==> src/rtl/usr_pkg.sv <==
// Shared encodings for the universal shift-register sequencer:
// command opcodes, register mode selects and FSM states.
package usr_pkg;

    localparam logic [1:0] OP_LOAD     = 2'b00;
    localparam logic [1:0] OP_SHR      = 2'b01;
    localparam logic [1:0] OP_SHL      = 2'b10;
    localparam logic [1:0] OP_LOAD_SHR = 2'b11;

    localparam logic [1:0] SEL_HOLD = 2'b00;
    localparam logic [1:0] SEL_SHR  = 2'b01;
    localparam logic [1:0] SEL_SHL  = 2'b10;
    localparam logic [1:0] SEL_LOAD = 2'b11;

    typedef enum logic [1:0] {
        ST_IDLE  = 2'b00,
        ST_LOAD  = 2'b01,
        ST_SHIFT = 2'b10,
        ST_DONE  = 2'b11
    } state_t;

endpackage

==> src/rtl/usr_shift_sequencer_core.sv <==
// WIDTH-bit universal shift register: hold, shift right, shift left or
// parallel load, chosen each cycle by sel.
module usr_core
    import usr_pkg::*;
#(
    parameter int WIDTH = 4
) (
    input  logic             clk,
    input  logic             clr,
    input  logic [1:0]       sel,
    input  logic [WIDTH-1:0] parin,
    input  logic             ser_in_r,
    input  logic             ser_in_l,
    output logic [WIDTH-1:0] q
);

    logic [WIDTH-1:0] q_q;
    logic [WIDTH-1:0] q_d;

    always_comb begin
        q_d = q_q;
        case (sel)
            SEL_SHR:  q_d = {ser_in_r, q_q[WIDTH-1:1]};
            SEL_SHL:  q_d = {q_q[WIDTH-2:0], ser_in_l};
            SEL_LOAD: q_d = parin;
            default:  q_d = q_q;
        endcase
    end

    always_ff @(posedge clk or posedge clr) begin
        if (clr) begin
            q_q <= '0;
        end else begin
            q_q <= q_d;
        end
    end

    assign q = q_q;

endmodule

==> src/rtl/usr_shift_sequencer.sv <==
// Command sequencer around usr_core: accepts one load/shift command at a
// time and steps the register mode select until the command completes.
//
// state    | meaning
// ST_IDLE  | ready for a command, register holds
// ST_LOAD  | parallel load of the latched data on the next edge
// ST_SHIFT | shifting, one edge per remaining count
// ST_DONE  | one-cycle completion pulse, register holds
module usr_shift_sequencer
    import usr_pkg::*;
#(
    parameter int WIDTH = 4,
    parameter int CNT_W = 3
) (
    input  logic             clk,
    input  logic             clr,
    input  logic             cmd_valid,
    output logic             cmd_ready,
    input  logic [1:0]       cmd_op,
    input  logic [CNT_W-1:0] cmd_cnt,
    input  logic [WIDTH-1:0] cmd_data,
    input  logic             ser_in_r,
    input  logic             ser_in_l,
    output logic [WIDTH-1:0] q,
    output logic             so_r,
    output logic             so_l,
    output logic [1:0]       sel,
    output logic             busy,
    output logic             done
);

    state_t           state_q, state_d;
    logic [1:0]       op_q, op_d;
    logic [CNT_W-1:0] cnt_q, cnt_d;
    logic [WIDTH-1:0] data_q, data_d;

    always_ff @(posedge clk or posedge clr) begin
        if (clr) begin
            state_q <= ST_IDLE;
            op_q    <= OP_LOAD;
            cnt_q   <= '0;
            data_q  <= '0;
        end else begin
            state_q <= state_d;
            op_q    <= op_d;
            cnt_q   <= cnt_d;
            data_q  <= data_d;
        end
    end

    // Outputs depend only on registered state, never on cmd_* directly.
    always_comb begin
        state_d   = state_q;
        op_d      = op_q;
        cnt_d     = cnt_q;
        data_d    = data_q;
        sel       = SEL_HOLD;
        cmd_ready = 1'b0;
        busy      = 1'b1;
        done      = 1'b0;
        case (state_q)
            ST_IDLE: begin
                cmd_ready = 1'b1;
                busy      = 1'b0;
                if (cmd_valid) begin
                    op_d   = cmd_op;
                    cnt_d  = cmd_cnt;
                    data_d = cmd_data;
                    if (cmd_op == OP_LOAD || cmd_op == OP_LOAD_SHR) begin
                        state_d = ST_LOAD;
                    end else if (cmd_cnt != '0) begin
                        state_d = ST_SHIFT;
                    end else begin
                        state_d = ST_DONE;
                    end
                end
            end
            ST_LOAD: begin
                sel = SEL_LOAD;
                if (op_q == OP_LOAD_SHR && cnt_q != '0) begin
                    state_d = ST_SHIFT;
                end else begin
                    state_d = ST_DONE;
                end
            end
            ST_SHIFT: begin
                // LOAD_SHR continues as a right shift, so only SHL goes left.
                sel   = (op_q == OP_SHL) ? SEL_SHL : SEL_SHR;
                cnt_d = cnt_q - CNT_W'(1);
                if (cnt_q == CNT_W'(1)) begin
                    state_d = ST_DONE;
                end
            end
            ST_DONE: begin
                done    = 1'b1;
                state_d = ST_IDLE;
            end
            default: begin
                state_d = ST_IDLE;
            end
        endcase
    end

    usr_core #(
        .WIDTH(WIDTH)
    ) u_core (
        .clk      (clk),
        .clr      (clr),
        .sel      (sel),
        .parin    (data_q),
        .ser_in_r (ser_in_r),
        .ser_in_l (ser_in_l),
        .q        (q)
    );

    assign so_r = q[0];
    assign so_l = q[WIDTH-1];

endmodule

==> config.mk <==
export PLATFORM = sky130hd
export DESIGN_NAME = usr_shift_sequencer
export DESIGN_NICKNAME = d
export VERILOG_FILES = /design/src/rtl/usr_pkg.sv /design/src/rtl/usr_shift_sequencer_core.sv /design/src/rtl/usr_shift_sequencer.sv
export SDC_FILE = /design/constraint.sdc
export NUM_CORES = 1
export LEC_CHECK = 0
export BUFFER_PORTS_ARGS = -buffer_cell sky130_fd_sc_hd__buf_2
export CAP_MARGIN = 20
export CORE_MARGIN = 5
export CORE_UTILIZATION = 55
export DETAILED_ROUTE_END_ITERATION = 10
export GPL_TIMING_DRIVEN = 0
export HOLD_SLACK_MARGIN = 0.12
export PLACE_DENSITY = 0.81
export SETUP_SLACK_MARGIN = 0.02
export SYNTH_ARGS = -nofsm -noshare
export SYNTH_HDL_FRONTEND = slang
export SYNTH_SLANG_ARGS = --single-unit
export TNS_END_PERCENT = 50
==> constraint.sdc <==
create_clock -name clk -period 3.2 [get_ports clk]
set_input_delay 0.96 -clock clk [delete_from_list [all_inputs] [get_ports clk]]
set_output_delay 0.96 -clock clk [all_outputs]
set_load 0.02 [all_outputs]
==> metrics.txt <==
Critical Path AT=1670 ps; DR vias/cell=5.57; Post-Route WL=1900 µm; hold endpoint=data_q[0]; Cells after Synth=101; # setup viols final=0; Nets=152; DR pass1 iterations=4; filler cell count=156; Area Overhead vs Synth=17.7%; TritonCTS clock tree=built; Syn Nets=123; Finished Layout Cells=146; top cell type's share of synthesized area=0.396; hold path start=data_q[0]; hold path depth=1; Die ar.=0.00265 mm²; Seq/Total Area, Yosys=0.396; Top Layer Used=met4; post-DR wirelength/cell=13.0 µm; first-pass GRT wire length=3190 µm; most common cell after layout, fill and taps aside=buf_2; critical path class=flop to primary output; Worst slew margin=0.631; CTS H-tree depth=1; Worst EP required=2240 ps; Final Hold Violating Endpoints=0; Clock Pin Slew Worst Setup and Hold Paths=90 ps; met3 wire len=131 µm; overall power=1.28 mW; Synth Register Bits=15; drc violations=0; Startpoint Class=flop; WL met1=827 µm; clk_lat worst skew=280 ps; status=complete, no violations; Initial DRC Count=26; layout cells sized above 1=0.326; Post-Syn Area=948 µm²; Tcrit/Tclk final=0.823; GPL Wtd Cong=0.833; CP max FO=10; leakage power=0.543 nW; Detail Route Antenna Nets=0; Syn Area/Cell=9.39 µm²; r2r endpoint=op_q[1]; DP Cell Count=142; cts bufs inserted=3; post-CTS sizing=0; WL met2=909 µm; Setup Slack @ Placement=864 ps; unrepaired setup endpoints after global routing=false; Synth cell types=31; Row Count=15; clk sink count=15; Vias=813; Min-Delay Path Class=flop to flop; Worst Tran Pin Value=553 ps; reg2reg start=state_q[0]; initial core utilization=0.561; Die X=51.5 µm; PortBufs=24; fin. max-slew vios=0; Max Buffers Root-to-Sink=2; most frequent cells in the layout=26 x buf_2, 15 x dfrtp_1, 10 x nor2_1; ANT cells=0; Boundary Pins=25; largest net degree at the start of global routing=16; Final Skew=3.72 ps; gr ovfl total=0; Root Driver=clkbuf_4; core area=0.00169 mm²; buffer count from post-CTS setup fixing=0; vias in the first global route=724; Die Y=51.5 µm; register-to-register setup slack=1570 ps; final setup margin=567 ps; worst reg-to-reg path cell count=5; Pwr per Cell Area=1150 mW/mm²; Area contributors post-synth=dfrtp_1 40%, ha_1 11%, mux2_2 7.1%; Setup TNS=0 ps; HPWL after DPL=1510 µm; Worst Setup SP=state_q[0]; largest area contributor in the netlist=dfrtp_1; Crit. End Element=primary output; GRT Util Overall=0.161; minimum clock period=2630 ps; Post-CTS Hold Buffers=0; fmax=380 MHz; synth warn=0; worst vdd ir=585 µV; total of max-cap violations=0; initial antenna violation count=0
==> critical path, stage by stage, from the launching register on <==
cell     delay [ps]
dfrtp_1         430
inv_1            90
ha_1            200
buf_4           170
inv_2           140
nor2_1           70
o21a_1          160
buf_2           150
==> kinds of logic (layout without fill, tap and decap cells) <==
group | count (synthesis) | after routing | synth area share
compound gates | 32 | 32 | 0.226
xor+xnor | 1 | 1 | 0.00924
fa+ha+maj | 8 | 8 | 0.106
buf+inv | 14 | 42 | 0.0699
flops | 15 | 15 | 0.396
mux | 6 | 6 | 0.0712
simple gates | 25 | 25 | 0.123
==> power by group <==
| part | internal [mW] | switching (mW) |
|---|---|---|
| Sequential | 0.291 | 0.0872 |
| Clock | 0.0484 | 0.0594 |
| Combinational | 0.343 | 0.449 |
==> final cells by class <==
class / count / area, µm² / share of cell area
clock buffer: 4 / 26.3 / 0.0235
sequential: 15 / 375 / 0.336
tap: 17 / 21.3 / 0.0191
multi-input combinational: 72 / 507 / 0.454
buffer: 5 / 32.5 / 0.0291
timing repair buffer: 24 / 120 / 0.108
inverter: 9 / 33.8 / 0.0303
==> Yosys cell counts <==
cell type  number
nor2b_1         1
a31oi_1         3
a2bb2oi_1       4
nor2b_4         1
nand2b_1        1
a221o_1         1
o21ai_1         1
o32ai_1         1
a21oi_2         1
inv_1           8
nand3b_1        1
a211oi_1        2
o22a_1          1
o21a_1          1
ha_1            8
nor3_1          2
dfrtp_1        15
a21oi_1         8
o21ai_0         5
buf_4           3
a21boi_1        1
buf_2           2
o31ai_1         1
nand2_1         8
o211ai_1        1
nand3_1         1
mux2_2          6
inv_2           1
xnor2_1         1
nor2_1         10
a31o_2          1
==> state kept, by name, summed over array words and instances (netlist names) <==
name / count
u_core.q: 4
state_q: 2
data_q: 4
cnt_q: 3
op_q: 2
==> worst max-delay path by stage <==
stage / slack [ps] / end / cells past startpoint
floorplan: 1060 / sel[0] / 6
global route: 450 / sel[0] / 7
detailed placement: 860 / sel[0] / 7
finish: 570 / sel[0] / 7
global placement: 880 / sel[0] / 7
CTS: 550 / sel[0] / 7
==> per-stage QoR <==
stage,util,hold WS [ps],instance area [µm²]
2_1_floorplan,-,479,948
3_3_place_gp,0.645,491,1090
3_5_place_dp,0.645,496,1090
4_1_cts,0.661,518,1120
5_1_grt,0.661,530,1120
6_report,0.661,519,1120
==> metal layers <==
layer / track usage / vias up
met3: 0.0430 / 5
li1: - / 413
met5: 0 / -
met1: 0.203 / 368
met2: 0.258 / 27
met4: 0.0655 / 0
Power figures use the tool's default switching activity.
